File: src/rtl/mul_stream_feeder.sv
// Operand feeder / result sink for the mul_dataflow accelerator: prefetches packed
// a/b pairs from memory, streams them out with one c beat, and captures d results.
module mul_stream_feeder #(
   parameter int MAC_CNT_LEN = 4096,
   parameter int ADDR_WIDTH  = 32,
   parameter int FIFO_DEPTH  = 4
) (
   input  logic                           ap_clk,
   input  logic                           ap_rst_n,
   input  logic                           start,
   input  logic [ADDR_WIDTH-1:0]          base_addr,
   input  logic [$clog2(MAC_CNT_LEN)-1:0] len,
   input  logic                           simple_mul,
   input  logic [31:0]                    c_value,
   output logic                           busy,
   output logic                           done,
   output logic                           mem_req,
   output logic [ADDR_WIDTH-1:0]          mem_addr,
   input  logic                           mem_gnt,
   input  logic                           mem_rvalid,
   input  logic [63:0]                    mem_rdata,
   output logic                           a_TVALID,
   input  logic                           a_TREADY,
   output logic [31:0]                    a_TDATA,
   output logic                           b_TVALID,
   input  logic                           b_TREADY,
   output logic [31:0]                    b_TDATA,
   output logic                           c_TVALID,
   input  logic                           c_TREADY,
   output logic [31:0]                    c_TDATA,
   input  logic                           d_TVALID,
   output logic                           d_TREADY,
   input  logic [31:0]                    d_TDATA,
   output logic                           res_valid,
   output logic [31:0]                    res_data
);
   localparam int LW  = $clog2(MAC_CNT_LEN);
   localparam int CW  = LW + 1;
   localparam int FAW = $clog2(FIFO_DEPTH);
   localparam logic [FAW+1:0] DEPTH_C = (FAW+2)'(FIFO_DEPTH);

   typedef enum logic [1:0] {S_IDLE, S_RUN, S_DRAIN, S_DONE} state_t;
   state_t state_q, state_d;

   logic [ADDR_WIDTH-1:0] base_q;
   logic [CW-1:0]         n_q, exp_q, issued_q, sent_q, recv_q, recv_d;
   logic [31:0]           c_val_q;
   logic                  c_sent_q;
   logic [FAW:0]          outst_q, cnt_q;
   logic [FAW-1:0]        wr_ptr_q, rd_ptr_q;
   logic [63:0]           fifo_q [FIFO_DEPTH];
   logic                  res_valid_q;
   logic [31:0]           res_data_q;

   logic          run, grant, push, pop, c_fire, d_fire;
   logic [FAW+1:0] occ;

   assign run    = (state_q == S_RUN);
   assign grant  = mem_req & mem_gnt;
   assign push   = run & mem_rvalid;
   assign pop    = a_TVALID & a_TREADY & b_TREADY;
   assign c_fire = c_TVALID & c_TREADY;
   assign d_fire = d_TVALID & d_TREADY;

   // Reads in flight count against FIFO space so a push can never overflow.
   assign occ      = {1'b0, cnt_q} + {1'b0, outst_q};
   assign mem_req  = run & (issued_q < n_q) & (occ < DEPTH_C);
   assign mem_addr = base_q + (ADDR_WIDTH'(issued_q) << 3);

   assign a_TVALID  = run & (cnt_q != '0);
   assign b_TVALID  = a_TVALID;
   assign a_TDATA   = fifo_q[rd_ptr_q][31:0];
   assign b_TDATA   = fifo_q[rd_ptr_q][63:32];
   assign c_TVALID  = run & ~c_sent_q;
   assign c_TDATA   = c_val_q;
   assign d_TREADY  = (state_q == S_RUN) | (state_q == S_DRAIN);
   assign res_valid = res_valid_q;
   assign res_data  = res_data_q;
   assign recv_d    = recv_q + CW'(d_fire);

   always_comb begin
      state_d = state_q;
      busy    = (state_q != S_IDLE);
      done    = 1'b0;
      case (state_q)
         S_IDLE:  if (start) state_d = S_RUN;
         // A final d beat landing as RUN completes skips DRAIN.
         S_RUN:   if ((sent_q == n_q) && c_sent_q)
                     state_d = (recv_d == exp_q) ? S_DONE : S_DRAIN;
         S_DRAIN: if (recv_d == exp_q) state_d = S_DONE;
         S_DONE: begin
            done    = 1'b1;
            state_d = S_IDLE;
         end
         default: state_d = S_IDLE;
      endcase
   end

   always_ff @(posedge ap_clk) begin
      if (!ap_rst_n) begin
         state_q     <= S_IDLE;
         base_q      <= '0;
         n_q         <= '0;
         exp_q       <= '0;
         issued_q    <= '0;
         sent_q      <= '0;
         recv_q      <= '0;
         c_val_q     <= '0;
         c_sent_q    <= 1'b0;
         outst_q     <= '0;
         cnt_q       <= '0;
         wr_ptr_q    <= '0;
         rd_ptr_q    <= '0;
         res_valid_q <= 1'b0;
         res_data_q  <= '0;
         for (int i = 0; i < FIFO_DEPTH; i++) fifo_q[i] <= '0;
      end else begin
         state_q     <= state_d;
         res_valid_q <= d_fire;
         recv_q      <= recv_d;
         if (d_fire) res_data_q <= d_TDATA;
         if (state_q == S_IDLE) begin
            if (start) begin
               base_q   <= base_addr;
               n_q      <= CW'(len) + 1'b1;
               exp_q    <= simple_mul ? CW'(len) + 1'b1 : CW'(1);
               c_val_q  <= c_value;
               issued_q <= '0;
               sent_q   <= '0;
               recv_q   <= '0;
               c_sent_q <= 1'b0;
               outst_q  <= '0;
               cnt_q    <= '0;
               wr_ptr_q <= '0;
               rd_ptr_q <= '0;
            end
         end else begin
            if (grant) issued_q <= issued_q + 1'b1;
            case ({grant, push})
               2'b10:   outst_q <= outst_q + 1'b1;
               2'b01:   outst_q <= outst_q - 1'b1;
               default: ;
            endcase
            if (push) begin
               fifo_q[wr_ptr_q] <= mem_rdata;
               wr_ptr_q         <= wr_ptr_q + 1'b1;
            end
            if (pop) begin
               rd_ptr_q <= rd_ptr_q + 1'b1;
               sent_q   <= sent_q + 1'b1;
            end
            case ({push, pop})
               2'b10:   cnt_q <= cnt_q + 1'b1;
               2'b01:   cnt_q <= cnt_q - 1'b1;
               default: ;
            endcase
            if (c_fire) c_sent_q <= 1'b1;
         end
      end
   end
endmodule

File: config.mk
export PLATFORM = sky130hd
export DESIGN_NAME = mul_stream_feeder
export DESIGN_NICKNAME = d
export VERILOG_FILES = /design/src/rtl/mul_stream_feeder.sv
export SDC_FILE = /design/constraint.sdc
export NUM_CORES = 1
export LEC_CHECK = 0
export BUFFER_PORTS_ARGS = -buffer_cell sky130_fd_sc_hd__buf_2
export CORE_MARGIN = 2
export CORE_UTILIZATION = 47
export CTS_CLUSTER_SIZE = 16
export DETAILED_ROUTE_END_ITERATION = 8
export HOLD_SLACK_MARGIN = 0.15
export PLACE_DENSITY = 0.77
export SLEW_MARGIN = 0
export SYNTH_ARGS = -nofsm -noshare
export SYNTH_HDL_FRONTEND = slang
export SYNTH_SLANG_ARGS = --single-unit
export TNS_END_PERCENT = 1
File: constraint.sdc
create_clock -name ap_clk -period 19 [get_ports ap_clk]
set_input_delay 0.95 -clock ap_clk [delete_from_list [all_inputs] [get_ports ap_clk]]
set_output_delay 0.95 -clock ap_clk [all_outputs]
set_load 0.03 [all_outputs]
==> impl_metrics.yaml, run 1 <==
status:
  status: "finished clean"
route:
  drt_first_iter_violations: 994
  antenna_left: 0
  first_pass_iters: 5
  drc_errors: 0
  routed-via-count: 14421
  wl_um: 49200
  vias_per_cell: 5.45
  wl_per_cell_um: 18.6
synthesis:
  syn_nets: 1991
  mappedNetlistArea_um2: 19200
  synthFlopType: "edfxtp_1"
  synth-edff-count: 256
  netlist.area_leader.share_pct: 40.0
  yosysMostFrequentCell: "nand2_1"
  synth_top_area_cell: "edfxtp_1"
  ys_seq_area_share_pct: 58.4
  netlist_instances: 1770
  synth_cell_types: 74
  syn_area_per_cell_um2: 10.9
  synth_common_cells: "nand2_1, nor2_1, edfxtp_1, dfxtp_1, a21oi_1"
  ys_async_sr_fraction_pct: 0
  synth_seq_cells: 433
  ys_top_cells_by_area: "edfxtp_1, dfxtp_1, mux4_2"
  ys.warnings.count: 0
sta:
  final-max-slew-violation-count: 0
  relSlewSlack_pct: 25.4
  hold_viol: 0
  worst_slew_pin_slew_ns: 1.12
  rsz0062_at_grt: "false"
  skew_ns: 0.0207
  finalSetupViolCount: 0
  hold_slack_ns: 0.451
  fin_ws_ns: 13.91
  fin_setup_tns_ns: 0
  period_share_pct: 26.8
  fin_crit_ns: 5.09
  timing.fmax_mhz: 196
final_layout:
  syn_to_final_growth_pct: 18.4
  drive_gt1_share_pct: 24.6
  nets: 2298
grt:
  top_usage_layer: "met2"
  grt_use_total_pct: 22.9
  grt_max_degree: 86
  grt.met3_usage_pct: 5.16
  grt_pass1_wl_um: 75500
  first_global_vias: 14357
  grt-ovfl-total: 0
  grt_util_met2_pct: 40.1
  antenna_found_initial: 5
  grtUsageMet1_pct: 27.0
worst_setup_path:
  startpoint_type: "register"
  arrival_ns: 5.57
  worstPathRequired_ns: 19.47
  endpoint_kind: "register"
  path_class: "reg -> reg"
  cp_max_fo: 34
placement:
  dpl.hpwl_um: 32400
  dpl_worst_slack_ns: 13.86
  io_buffers: 349
  gp_congestion: 0.892
floorplanning:
  ios: 350
  fp.dieW_um: 206
  dieArea_um2: 42500
  rows: 74
  initial_core_util_pct: 47.3
  fp.dieH_um: 206
  core_um2: 40600
pwr:
  p_per_area_nw_per_um2: 110
  leakage_nw: 9.37
  pwr-share-comb_pct: 21.2
  p_switching_w: 0.000790
  clock_power_share_pct: 34.1
  p_int_w: 0.00172
  seqPwrFrac_pct: 44.8
  switching_share_pct: 31.5
  vdd_ir_drop_max_mv: 0.0893
run:
  drv_cap: 0
cts:
  cts-resized-gates: 0
  clk_root_buffer_cell: "clkbuf_16"
  cts_hold_buf: 0
  post-cts-setup-buffers: 0
  cts_tree: "done"
  h-tree-depth: 2
  clkTransAtPathRegs_ns: 0.07
  cts_num_sinks: 433
  cts_made_buffers: 44
  clock_latency_ns: 0.59
  clock_path_buffers: 3
min_path:
  hold_class: "reg -> reg"
-- kinds of logic after synthesis --
family	synth area share, %
mux	8.03
xor+xnor	3.78
flops	58.4
buf+inv	4.24
fa+ha+maj	2.66
simple gates	15.5
compound gates	7.34
-- cells in the final DEF, fill, tap and decap left out, types with 3 or more instances in the layout --
cell type / count
buf_2: 349
nand2_1: 309
nor2_1: 275
edfxtp_1: 256
dfxtp_1: 175
a21oi_1: 143
inv_1: 96
mux4_2: 64
xnor2_1: 49
clkbuf_16: 45
ha_1: 36
nand3_1: 35
o21ai_0: 22
xor2_1: 21
nand4_1: 17
a211oi_1: 14
buf_4: 13
and3_1: 11
a21o_1: 10
nor3_1: 10
clkbuf_1: 9
mux2i_1: 8
a31oi_1: 8
nand3b_1: 7
clkinv_2: 7
nand2b_1: 6
o22ai_1: 6
a22o_1: 6
clkinv_1: 6
diode_2: 5
nor2b_1: 5
nor4_1: 5
xnor3_1: 4
o211ai_1: 3
or3_1: 3
a311oi_1: 3
fa_1: 3
clkinv_4: 3
bufinv_16: 3
-- power by group through the flow --
stage | combinational, W | clock, W | sequential, W
finish | 0.000531 | 0.000855 | 0.00112
global placement | 0.000519 | 0 | 0.00114
CTS | 0.000532 | 0.000869 | 0.00112
global route | 0.000574 | 0.000903 | 0.00113
floorplan | 0.000325 | 0 | 0.00118
detailed placement | 0.000530 | 0 | 0.00114
-- cell type report --
class                           instances  area, µm²
Inverter                               98        370
Antenna cell                            5       12.5
Multi-Input combinational cell       1138       7230
Clock buffer                           55       1170
Fill cell                            3364      17900
Clock inverter                         24        234
Timing Repair Buffer                  362       1840
Sequential cell                       433      11200
Tap cell                              532        666
-- routing by layer --
| layer | wire length (µm) | vias to the layer above | part of all wire [%] |
|---|---|---|---|
| met3 | 3890 | 93 | 7.9 |
| met1 | 19000 | 6979 | 39 |
| li1 | - | 6755 | - |
| met5 | 27 | - | 0.055 |
| met4 | 1730 | 4 | 3.5 |
| met2 | 24600 | 590 | 50 |
-- metrics by stage --
| stage | cell area [µm²] | total power (W) | std cells | utilization, % |
|---|---|---|---|---|
| finish | 22800 | 0.00251 | 2647 | 56.0 |
| global route | 22800 | 0.00261 | 2644 | 56.0 |
| CTS | 22800 | 0.00252 | 2642 | 56.0 |
| detailed placement | 21300 | 0.00167 | 2563 | 52.5 |
| global placement | 21300 | 0.00166 | 2563 | 52.5 |
| floorplan | 19200 | 0.00151 | 1770 | - |
-- worst max-delay path, stage by stage (launching register included) --
cell and delay, ns:
dfxtp_1 0.39, inv_1 0.10, ha_1 0.41, nand2_1 0.68, inv_1 1.06, ha_1 0.34, ha_1 0.28, nand4_1 0.18
or4_4 0.47, xor2_1 0.20, o211a_1 0.18, nand4_2 0.13, a21o_2 0.26, o41ai_1 0.30
-- flip-flops by register name (all words and copies together), names as in the netlist, named ones only --
name and flops:
fifo_q 256, base_q 32, c_TDATA 32, res_data 32, exp_q 13, issued_q 13, n_q 13, recv_q 13
sent_q 13, cnt_q 3, outst_q 3, rd_ptr_q 2, state_q 2, wr_ptr_q 2, c_sent_q 1, res_valid 1
-- path summary, 6_finish.rpt --
check	startpoint	end	slack, ns	cells past startpoint
worst min register to register	c_TDATA[17]$_SDFFE_PN0P_	c_TDATA[17]$_SDFFE_PN0P_	0.45	2
worst max register to register	state_q[0]$_SDFFE_PN0P_	state_q[0]$_SDFFE_PN0P_	13.91	13
worst min-delay path	c_TDATA[17]$_SDFFE_PN0P_	c_TDATA[17]$_SDFFE_PN0P_	0.45	2
worst max-delay path	state_q[0]$_SDFFE_PN0P_	state_q[0]$_SDFFE_PN0P_	13.91	13
Power figures use the tool's default switching activity.
==> run 2: changes to the inputs <==
PLACE_DENSITY = 0.8   (was 0.77)
clock period = 4.38 ns   (was 19 ns; I/O delays follow)
==> run 2 against run 1 <==
- setup slack worse by 13 ns
- largest cell class unchanged
- critical path depth down 1
- final cell count up 7.1%
- worst hold slack worse by 0.26 ns
- via count up 8.2%
==> impl_metrics.yaml, run 2 (synthesized netlist as in run 1, its figures left out) <==
final_layout:
  nets: 2489
  syn_to_final_growth_pct: 29.2
  layout_commonest_cell: "buf_2"
  mostFrequentLayoutCells: "buf_2, nand2_1, nor2_1, edfxtp_1, dlygate4sd3_1"
  largest_register_ffs: 256
  regMostFlops: "fifo_q"
  drive_gt1_share_pct: 23.2
  fin_cells: 2836
  fillers: 3011
worst_setup_path:
  arrival_ns: 3.64
  endpoint_kind: "output pin"
  rr_worst_depth: 8
  crit_buf_inv: 2
  path_class: "reg -> out"
  startpoint_type: "register"
  cp_max_fo: 8
  critPathTopFamily: "compound AO/OA/AOI/OAI gates"
  cpPeakStageDelay_ns: 0.68
  slowest_stage: "a211oi_2"
  worstPathRequired_ns: 4.16
  crit_chain: "ha_1, inv_1, fa_1, nor2b_1, o21ai_0, a21boi_1, o211ai_1, nand2_1, a211oi_2, nor4_1, xor2_1, buf_2"
  worstSetupPathDepth: 12
route:
  wl_per_cell_um: 20.1
  wl_um: 56900
  first_pass_iters: 7
  vias_per_cell: 5.50
  routed-via-count: 15608
  drt_first_iter_violations: 1279
  drc_errors: 0
  antenna_left: 0
grt:
  grt_max_degree: 86
  antenna_found_initial: 2
  first_global_vias: 15939
  grt_pass1_wl_um: 86100
  grt_use_total_pct: 26.4
  grt-ovfl-total: 0
placement:
  dpl.hpwl_um: 33000
  placed_cells: 2568
  io_buffers: 349
  dpl_worst_slack_ns: 1.11
  gp_congestion: 0.894
pwr:
  p_per_area_nw_per_um2: 462
  clock_power_share_pct: 35.2
  pwr-share-comb_pct: 22.2
  power.total_w: 0.0115
  p_int_w: 0.00787
  p_switching_w: 0.00361
  vdd_ir_drop_max_mv: 0.379
  seqPwrFrac_pct: 42.6
  leakage_nw: 10.3
  switching_share_pct: 31.5
cts:
  cts-resized-gates: 0
  clock_path_buffers: 3
  clk_root_buffer_cell: "clkbuf_16"
  clock_latency_ns: 0.59
  h-tree-depth: 2
  cts_num_sinks: 433
  clkTransAtPathRegs_ns: 0.06
  cts_hold_buf: 184
  cts_tree: "done"
  post-cts-setup-buffers: 0
  cts_made_buffers: 46
sta:
  fin_crit_ns: 3.86
  worst_slew_pin_slew_ns: 1.04
  fin_ws_ns: 0.520
  timing.fmax_mhz: 259
  finalSetupViolCount: 0
  final-max-slew-violation-count: 0
  hold_viol: 0
  rsz0062_at_grt: "false"
  period_share_pct: 88.1
  skew_ns: 0.0276
  relSlewSlack_pct: 30.8
floorplanning:
  fp.dieW_um: 206
  fp.dieH_um: 206
  rows: 74
  dieArea_um2: 42500
  core_um2: 40600
  ios: 350
  initial_core_util_pct: 47.3
min_path:
  hold_depth: 5
  hold_class: "in -> reg"
status:
  status: "finished clean"
run:
  drv_cap: 0
-- run 2: cell count changes in the layout (fill, tap and decap cells not counted), sizes merged --
cell         delta
dlygate4sd3   +184
buf             +5
diode           -4
bufinv          +3
clkbuf          +1
clkinv          +1
clkinvlp        -1
-- run 2: metrics by stage --
stage               TNS [ns]  util (%)  hold WS, ns  area (µm²)
floorplan              -2.62         -        0.315       19200
global placement           0      52.7        0.433       21400
detailed placement         0      52.7        0.438       21400
CTS                        0      61.1        0.161       24800
global route               0      61.1        0.256       24800
finish                     0      61.1        0.190       24800
-- run 2: path summary, 6_finish.rpt --
check,slack (ns),to,from
worst max-delay path,0.52,mem_addr[29],issued_q[0]$_SDFFE_PN0P_
worst min-delay path,0.19,issued_q[1]$_SDFFE_PN0P_,mem_gnt
worst max register to register,1.03,exp_q[12]$_SDFFE_PN0P_,state_q[0]$_SDFFE_PN0P_
worst min register to register,0.45,register,rd_ptr_q[1]$_SDFFE_PN0P_
-- run 2: final cells by class --
cell class                 count  area (µm²)  share of cell area, %
antenna                        1        2.50                 0.0101
clock inverter                27         309                   1.24
clock buffer                  56        1250                   5.03
sequential                   433       11200                   45.2
inverter                      98         370                   1.49
multi-input combinational   1138        7230                   29.1
timing repair buffer         551        3770                   15.2
tap                          532         666                   2.68
-- run 2: power groups by stage --
stage          Sequential (W)  Clock, W  Combinational [W]
2_1_floorplan         0.00512         0            0.00141
3_3_place_gp          0.00493         0            0.00229
3_5_place_dp          0.00495         0            0.00233
4_1_cts               0.00487   0.00409            0.00247
5_1_grt               0.00491   0.00423            0.00272
6_report              0.00489   0.00404            0.00255
-- run 2: tightest hold or removal path, stage by stage --
cell	delay, ns
buf_2	0.12
nand3_1	0.16
nor2_1	0.11
nand2_1	0.08
a21oi_1	0.05
-- run 2: per-layer routing --
| layer | share of wire (%) | GRT usage [%] | vias up |
|---|---|---|---|
| met5 | 0.019 | 0 | - |
| met4 | 4.3 | 11.1 | 2 |
| met3 | 8.8 | 6.51 | 158 |
| met2 | 50 | 47.1 | 834 |
| met1 | 37 | 30.2 | 7479 |
| li1 | - | - | 7135 |
